**config.mk**
```make
export PLATFORM = sky130hd
export DESIGN_NAME = synaptic_current_accumulator
export DESIGN_NICKNAME = d
export VERILOG_FILES = /design/src/rtl/snn_pkg.sv /design/src/rtl/sat_shift.sv /design/src/rtl/synaptic_current_accumulator.sv
export SDC_FILE = /design/constraint.sdc
export NUM_CORES = 1
export LEC_CHECK = 0
export CAP_MARGIN = 5
export CORE_ASPECT_RATIO = 0.6
export CORE_MARGIN = 4
export CORE_UTILIZATION = 54
export DETAILED_ROUTE_END_ITERATION = 10
export PLACE_DENSITY = 0.81
export SETUP_SLACK_MARGIN = 0.15
export SYNTH_ARGS = -nofsm -noshare
export SYNTH_HDL_FRONTEND = slang
export SYNTH_SLANG_ARGS = --single-unit
```
**constraint.sdc**
```tcl
create_clock -name clk -period 10.41 [get_ports clk]
set_input_delay 1.041 -clock clk [delete_from_list [all_inputs] [get_ports clk]]
set_output_delay 1.041 -clock clk [all_outputs]
set_load 0.01 [all_outputs]
```
**src/rtl/snn_pkg.sv**
```systemverilog
// Shared definitions for the spiking-network datapath blocks: accumulator FSM
// states and a constant-foldable ceil(log2) used to size counters and sums.
package snn_pkg;

    typedef enum logic [1:0] {
        ST_IDLE,
        ST_ACCUM,
        ST_FINISH
    } acc_state_t;

    function automatic int unsigned clog2(input int unsigned v);
        int unsigned r;
        int unsigned x;
        r = 0;
        x = 1;
        while (x < v) begin
            x = x << 1;
            r = r + 1;
        end
        return r;
    endfunction

endpackage

```
**src/rtl/sat_shift.sv**
```systemverilog
// Combinational arithmetic right shift (floor) followed by signed saturation
// from IW bits down to OW bits; sat_o flags that the clamp was applied.
module sat_shift #(
    parameter int IW    = 16,
    parameter int OW    = 8,
    parameter int SHIFT = 0
) (
    input  logic [IW-1:0] value_i,
    output logic [OW-1:0] result_o,
    output logic          sat_o
);

    // One guard bit above the wider of IW/OW keeps the bound constants positive/negative.
    localparam int CW = ((IW > OW) ? IW : OW) + 1;

    logic signed [IW-1:0] shifted;
    logic signed [CW-1:0] ext;
    logic signed [CW-1:0] maxv;
    logic signed [CW-1:0] minv;

    assign shifted = $signed(value_i) >>> SHIFT;

    always_comb begin
        ext      = {{(CW-IW){shifted[IW-1]}}, shifted};
        maxv     = {{(CW-OW+1){1'b0}}, {(OW-1){1'b1}}};
        minv     = {{(CW-OW+1){1'b1}}, {(OW-1){1'b0}}};
        result_o = ext[OW-1:0];
        sat_o    = 1'b0;
        if (ext > maxv) begin
            result_o = maxv[OW-1:0];
            sat_o    = 1'b1;
        end else if (ext < minv) begin
            result_o = minv[OW-1:0];
            sat_o    = 1'b1;
        end
    end

endmodule

```
**src/rtl/synaptic_current_accumulator.sv**
```systemverilog
// Multi-cycle weighted spike sum: snapshots spikes/weights on start, adds P
// gated weights per beat, then shifts/saturates the total into input_current.
module synaptic_current_accumulator
    import snn_pkg::*;
#(
    parameter int M     = 24,
    parameter int W     = 8,
    parameter int P     = 4,
    parameter int OW    = 8,
    parameter int SHIFT = 0
) (
    input  logic            clk,
    input  logic            reset,
    input  logic            start,
    input  logic [M-1:0]    input_spikes,
    input  logic [M*W-1:0]  weights,
    output logic            busy,
    output logic            done,
    output logic [OW-1:0]   input_current,
    output logic            saturated
);

    localparam int B   = (M + P - 1) / P;
    localparam int NP  = B * P;
    localparam int AW  = W + int'(clog2(M)) + 1;
    localparam int BCW = int'(clog2(B + 1));

    acc_state_t         state_q, state_d;
    logic [M-1:0]       spk_q, spk_d;
    logic [M*W-1:0]     wts_q, wts_d;
    logic [AW-1:0]      acc_q, acc_d;
    logic [BCW-1:0]     beat_q, beat_d;
    logic [OW-1:0]      cur_q, cur_d;
    logic               sat_q, sat_d;
    logic               done_q, done_d;

    // Zero padding makes the lanes past M in the last beat contribute nothing.
    logic [NP-1:0]      spk_pad;
    logic [NP*W-1:0]    wts_pad;
    logic [P-1:0]       lane_spk;
    logic [P-1:0][W-1:0] lane_w;
    logic [AW-1:0]      beat_sum;
    logic [OW-1:0]      fin_cur;
    logic               fin_sat;

    assign spk_pad = NP'(spk_q);
    assign wts_pad = (NP*W)'(wts_q);

    sat_shift #(
        .IW    (AW),
        .OW    (OW),
        .SHIFT (SHIFT)
    ) u_sat_shift (
        .value_i  (acc_q),
        .result_o (fin_cur),
        .sat_o    (fin_sat)
    );

    always_comb begin
        lane_spk = '0;
        lane_w   = '0;
        for (int unsigned b = 0; b < B; b++) begin
            if (beat_q == BCW'(b)) begin
                for (int unsigned j = 0; j < P; j++) begin
                    lane_spk[j] = spk_pad[b*P + j];
                    lane_w[j]   = wts_pad[(b*P + j)*W +: W];
                end
            end
        end
        beat_sum = '0;
        for (int unsigned j = 0; j < P; j++) begin
            if (lane_spk[j]) begin
                beat_sum = beat_sum + {{(AW-W){lane_w[j][W-1]}}, lane_w[j]};
            end
        end
    end

    always_comb begin
        state_d = state_q;
        spk_d   = spk_q;
        wts_d   = wts_q;
        acc_d   = acc_q;
        beat_d  = beat_q;
        cur_d   = cur_q;
        sat_d   = sat_q;
        done_d  = 1'b0;
        case (state_q)
            ST_IDLE: begin
                if (start) begin
                    spk_d   = input_spikes;
                    wts_d   = weights;
                    acc_d   = '0;
                    beat_d  = '0;
                    state_d = ST_ACCUM;
                end
            end
            ST_ACCUM: begin
                acc_d  = acc_q + beat_sum;
                beat_d = beat_q + 1'b1;
                if (beat_q == BCW'(B - 1)) begin
                    state_d = ST_FINISH;
                end
            end
            ST_FINISH: begin
                cur_d   = fin_cur;
                sat_d   = fin_sat;
                done_d  = 1'b1;
                state_d = ST_IDLE;
            end
            default: state_d = ST_IDLE;
        endcase
    end

    always_ff @(posedge clk or posedge reset) begin
        if (reset) begin
            state_q <= ST_IDLE;
            spk_q   <= '0;
            wts_q   <= '0;
            acc_q   <= '0;
            beat_q  <= '0;
            cur_q   <= '0;
            sat_q   <= 1'b0;
            done_q  <= 1'b0;
        end else begin
            state_q <= state_d;
            spk_q   <= spk_d;
            wts_q   <= wts_d;
            acc_q   <= acc_d;
            beat_q  <= beat_d;
            cur_q   <= cur_d;
            sat_q   <= sat_d;
            done_q  <= done_d;
        end
    end

    assign busy          = (state_q != ST_IDLE);
    assign done          = done_q;
    assign input_current = cur_q;
    assign saturated     = sat_q;

endmodule

```
# --- After elaboration in Yosys (flattened, before gate mapping) ---
# Cells that the tools add are included.
classes:
  mux: 28
  eq_ne: 9
  reduce_logical: 7
  add_sub_neg: 5
  n_lt_le_gt_ge: 2
op_table:
  columns: ["operator", "n"]
  rows:
  - ["$mux 32", 6]
  - ["$mux 14", 5]
  - ["$add 14x14->14", 4]
  - ["$pmux 14 s2", 1]
  - ["$mux 4", 6]
  - ["$mux 8", 2]
  - ["$gt 14x8->1 const B", 1]
  - ["$lt 14x8->1 const B", 1]
  - ["$eq 3x2->1 const B", 2]
  - ["$eq 3x3->1 const B", 2]
  - ["$pmux 3 s2", 1]
  - ["$reduce_and 2->1", 3]
  - ["$mux 2", 2]
  - ["$ne 2x2->1 const B", 2]
  - ["$pmux 2 s2", 1]
  - ["$reduce_bool 2->1", 2]
  - ["$add 3x1->3 const B", 1]
  - ["$eq 3x1->1 const B", 1]
  - ["$logic_not 3->1", 1]
  - ["$mux 1", 3]
  - ["$mux 3", 1]
  - ["$eq 2x1->1 const B", 1]
  - ["$eq 2x2->1 const B", 1]
  - ["$logic_not 2->1", 1]
totals:
  wordCells: 59
  regBits: 245
  inputBits: 219
  out_inout_bits: 11

# --- Logic depth before layout (Yosys ltp) ---
depth:
  ltp_word: 16
  mapped_depth: 45
  ltp_nobuf: 41

# --- Modules after synthesis ---
# A second synthesis with hierarchy kept.
hier_totals:
  hier_cells: 1670
  area_unflattened_um2: 13586.8
by_module_without_submodules:
  columns: ["module", "cells_each", "area_per_inst_um2", "seq_area_each_um2", "n_inst"]
  rows:
  - ["synaptic_current_accumulator", 1645, 13395.3, 6130.9, 1]
  - ["sat_shift", 25, 191.4, 0.0, 1]

# --- Least setup slack after synthesis ---
# OpenSTA, ideal clock, no wires.
synth_path:
  kind: "flip-flop to flip-flop"
  from: "reg beat_q[1]"
  to: "reg acc_q[13]"
  path_buffers: 4
  path_slack_ns: 2.735
  arrival_ns: 7.545
  synth_period_minus_slack_ns: 7.675
  stages_incl_launch_ff: 42
  cell_sequence: "dfrtp_1 inv_1 ha_1 buf_6 buf_6 nor2b_1 clkbuf_1 clkbuf_1 a22oi_1 a211oi_1 a21oi_1 nor2_1 a21oi_1 o21ai_0 ha_1 inv_1 fa_1 nor2b_1 [... 6 more ...] nor2_1 mux2_2 ha_1 a21o_1 a21o_1 a21o_1 a21oi_1 xnor2_1 mux2_2 ha_1 a21o_1 a21oi_1 o211ai_1 a31o_2 a21oi_1 xnor3_1 xor2_1 o21ai_1"
synth_between:
  elab_chain_len: 16
synth_rtl:
  columns: ["element", "line_no", "rtl"]
  rows:
  - ["start, declared", "synaptic_current_accumulator.sv:32", "logic [BCW-1:0] beat_q, beat_d;"]
  - ["start signal, assigned", "synaptic_current_accumulator.sv:129", "beat_q <= beat_d;"]
  - ["$logic_not 3->1", "synaptic_current_accumulator.sv:63", "if (beat_q == BCW'(b)) begin"]
  - ["$mux 32 or $mux 4 (tied branches) (6 in series)", "synaptic_current_accumulator.sv:63", null]
  - ["$mux 14", "synaptic_current_accumulator.sv:72", "if (lane_spk[j]) begin"]
  - ["$add 14x14->14", "synaptic_current_accumulator.sv:73", "beat_sum = beat_sum + {{(AW-W){lane_w[j][W-1]}}, lane_w[j]};"]
  - ["$mux 14", "synaptic_current_accumulator.sv:72", null]
  - ["$add 14x14->14", "synaptic_current_accumulator.sv:73", null]
  - ["$mux 14", "synaptic_current_accumulator.sv:72", null]
  - ["$add 14x14->14", "synaptic_current_accumulator.sv:73", null]
  - ["$mux 14 (*)", "synaptic_current_accumulator.sv:72", null]
  - ["$add 14x14->14 (*)", "synaptic_current_accumulator.sv:98", "acc_d = acc_q + beat_sum;"]
  - ["$pmux 14 s2 (*)", "synaptic_current_accumulator.sv:87", "case (state_q)"]
  - ["end signal, assigned", "synaptic_current_accumulator.sv:119", "acc_q <= '0;"]
  - ["end signal, assigned", "synaptic_current_accumulator.sv:128", "acc_q <= acc_d;"]
  - ["end, declared", "synaptic_current_accumulator.sv:31", "logic [AW-1:0] acc_q, acc_d;"]
# Mark *: on every way between the ends. The rest lies on a longest branch, timed or not.
# A chain may end at the register's enable or synchronous reset.

# --- Worst setup path after layout ---
layout_path:
  from: "reg beat_q[0]"
  to: "reg acc_q[13]"
# Same word-level chain as after synthesis.

==> results.json <==
{
  "outcome": "complete, no violations",
  "clkSinkCount": 245,
  "drc_errors": 0,
  "cp-end-kind": "flip-flop",
  "dieArea_um2": 27800,
  "required_ns": 10.79,
  "hpwl_um": 28300,
  "numCtsBuffers": 24,
  "core_region_area_um2": 24400,
  "row_count": 44,
  "min_from": "wts_pad[125]",
  "synthCells": 1699,
  "timing_hold_violations_final": 0,
  "yosys_warnings": 0,
  "ys.flop_type": "dfrtp_1",
  "setup.worst_path.start_class": "flip-flop",
  "antenna_found_initial": 0,
  "tightest_slew_ns": 1.15,
  "routed_via_density": 5.60,
  "finalSetupTns_ns": 0,
  "grt_start_max_net_pins": 116,
  "io_buffers": 229,
  "final_design_area_no_fill_um2": 16700,
  "reg2reg_depth": 38,
  "syn_avg_cell_area_um2": 7.97,
  "setup_viol": 0,
  "fp.dieW_um": 212,
  "drv_slew": 0,
  "clk_latency_ns": 0.54,
  "finalWirelength_um": 39200,
  "skew_ns": 0.0174,
  "path_max_fanout": 24,
  "synth-seq-area-share_pct": 45.3,
  "grt_overflow": 0,
  "ioPinCount": 230,
  "syn-num-nets": 1974,
  "ys_types": 67,
  "drive_gt1_share_pct": 5.46,
  "critical_path_class": "flip-flop to flip-flop",
  "maxCapViolations": 0,
  "cts_tree": "yes",
  "syn_to_final_growth_pct": 23.6,
  "netlist_area_um2": 13500,
  "synthArstFlopShare_pct": 100,
  "hold_depth": 2,
  "initial_core_util_pct": 55.4,
  "post-cts-setup-buffer-count": 0,
  "synth-edff-count": 0,
  "gp_congestion": 0.920,
  "max_freq_mhz": 112,
  "grt_use_total_pct": 28.2,
  "htreeDepth": 1,
  "crit_slowest_cell": "ha_1",
  "ys_seq_elements": 245,
  "cts_resized": 0,
  "first_iter_violations": 1382,
  "rr_endpoint": "acc_q[13]",
  "whs_ns": 0.475,
  "routedWlPerCell_um": 17.7,
  "fin_nets": 2146,
  "rsz0062_at_grt": "false",
  "holdPathEnd": "wts_pad[125]",
  "clockRootBuffer": "clkbuf_16",
  "max_stage_delay_ns": 0.69,
  "cp.arrival_ns": 9.33,
  "slew_headroom_pct": 23.6,
  "place_area_um2": 15900,
  "setup.worst_path.start": "beat_q[0]",
  "vias": 12376,
  "antenna_cells_inserted": 0,
  "grt_pass1_vias": 12002,
  "period_share_pct": 86.0,
  "cts_buffer_depth": 3,
  "postRouteAntennaNets": 0,
  "path_clk_slew_ns": 0.07,
  "cts_hold_buf": 0,
  "reg2reg_from": "beat_q[0]",
  "die_h_um": 131,
  "grt_pass1_wl_um": 62700,
  "hp-class": "flip-flop to flip-flop",
  "rrSetupSlack_ns": 1.46,
  "drt-pass1-iter-count": 5,
  "fin_crit_ns": 8.95
}
==> cell type report <==
cell class / count / area, um^2
clock buffers: 36 / 757
clock inverters: 7 / 42.5
fillers: 2011 / 7710
inverters: 37 / 146
multi-input cells: 1321 / 6870
flip-flops and latches: 245 / 6130
well taps: 322 / 403
repair buffers: 242 / 2390
==> metal layers <==
layer | vias up | track usage, % | routed length [um]
met1 | 5859 | 43.0 | 17800
met3 | 66 | 5.37 | 3810
met4 | 0 | 6.55 | 929
met5 | - | 0 | 0
met2 | 533 | 42.2 | 16700
li1 | 5918 | - | -
==> placed cells by master, fill, tap and decap left out, types with 8 or more instances in the layout <==
cell type and count:
inv_1 36, nand3_1 20, clkbuf_8 9, mux2_2 21, nor3_1 13, buf_4 13, nor2_1 90, a22oi_1 23
a21o_1 10, a211oi_1 26, a31oi_1 10, a21oi_1 86, and2_1 9, a221o_1 8, nand2_1 733, clkbuf_16 25
xnor2_1 25, nor2b_1 9, xor2_1 8, clkdlybuf4s50_1 229, o21ai_0 80, dfrtp_1 245, ha_1 51
==> cells in the mapped netlist, types with 7 or more instances <==
cell / instances / area, um^2
nand2b_1: 8 / 50.1
dfrtp_1: 245 / 6130
a211oi_1: 26 / 195
inv_1: 37 / 139
ha_1: 52 / 651
nand2_1: 734 / 2760
and2_1: 11 / 68.8
nand3_1: 20 / 100
nor2_1: 90 / 338
a21o_1: 10 / 75.1
nor2b_1: 10 / 62.6
clkbuf_1: 72 / 270
a31oi_1: 10 / 62.6
o211ai_1: 7 / 52.6
xor2_1: 8 / 70.1
buf_1: 9 / 33.8
a22oi_1: 23 / 173
mux2_2: 21 / 236
o21bai_1: 7 / 52.6
a221o_1: 8 / 80.1
a21oi_1: 86 / 430
o21ai_0: 80 / 400
nor3_1: 13 / 65.1
xnor2_1: 25 / 219
==> kinds of logic (layout without fill, tap and decap cells) <==
| logic type | after synthesis | count (layout) | synth area share, % |
|---|---|---|---|
| AND/OR/NAND/NOR | 908 | 908 | 26.6 |
| AO/OA/AOI/OAI | 299 | 299 | 14.2 |
| flip-flops | 245 | 245 | 45.3 |
| buffers and inverters | 133 | 322 | 4.16 |
| adder cells (fa/ha/maj) | 56 | 56 | 5.40 |
| XOR/XNOR | 34 | 34 | 2.30 |
| multiplexers | 24 | 24 | 2.04 |
==> critical path: cells and delay by family (launching register included) <==
| family | cells | cell delay [ns] |
|---|---|---|
| flip-flops | 1 | 0.43 |
| adder cells (fa/ha/maj) | 6 | 2.38 |
| AO/OA/AOI/OAI | 18 | 3.35 |
| buffers and inverters | 3 | 0.50 |
| AND/OR/NAND/NOR | 5 | 0.68 |
| multiplexers | 3 | 0.83 |
| XOR/XNOR | 3 | 0.58 |
==> worst max path at each step <==
| stage | to | cells past startpoint |
|---|---|---|
| floorplan | acc_q[0] | 1 |
| global placement | acc_q[13] | 38 |
| detailed placement | acc_q[13] | 38 |
| CTS | acc_q[13] | 38 |
| global route | acc_q[13] | 38 |
| finish | acc_q[13] | 38 |
==> state kept, by name, summed over array words and instances (netlist names) <==
name	count
beat_q	3
state_q	2
input_current	8
done	1
spk_pad	24
wts_pad	192
acc_q	14
saturated	1
==> metrics by stage <==
stage	std cells	setup slack, ns	util, %
2_1_floorplan	1699	2.64	-
3_3_place_gp	2167	1.95	65.2
3_5_place_dp	2167	1.67	65.2
4_1_cts	2210	1.59	68.5
5_1_grt	2210	0.864	68.5
6_report	2210	1.46	68.5
Power is not shown: default switching activity piles up to over one toggle a cycle in this logic, so the estimate is an artifact.
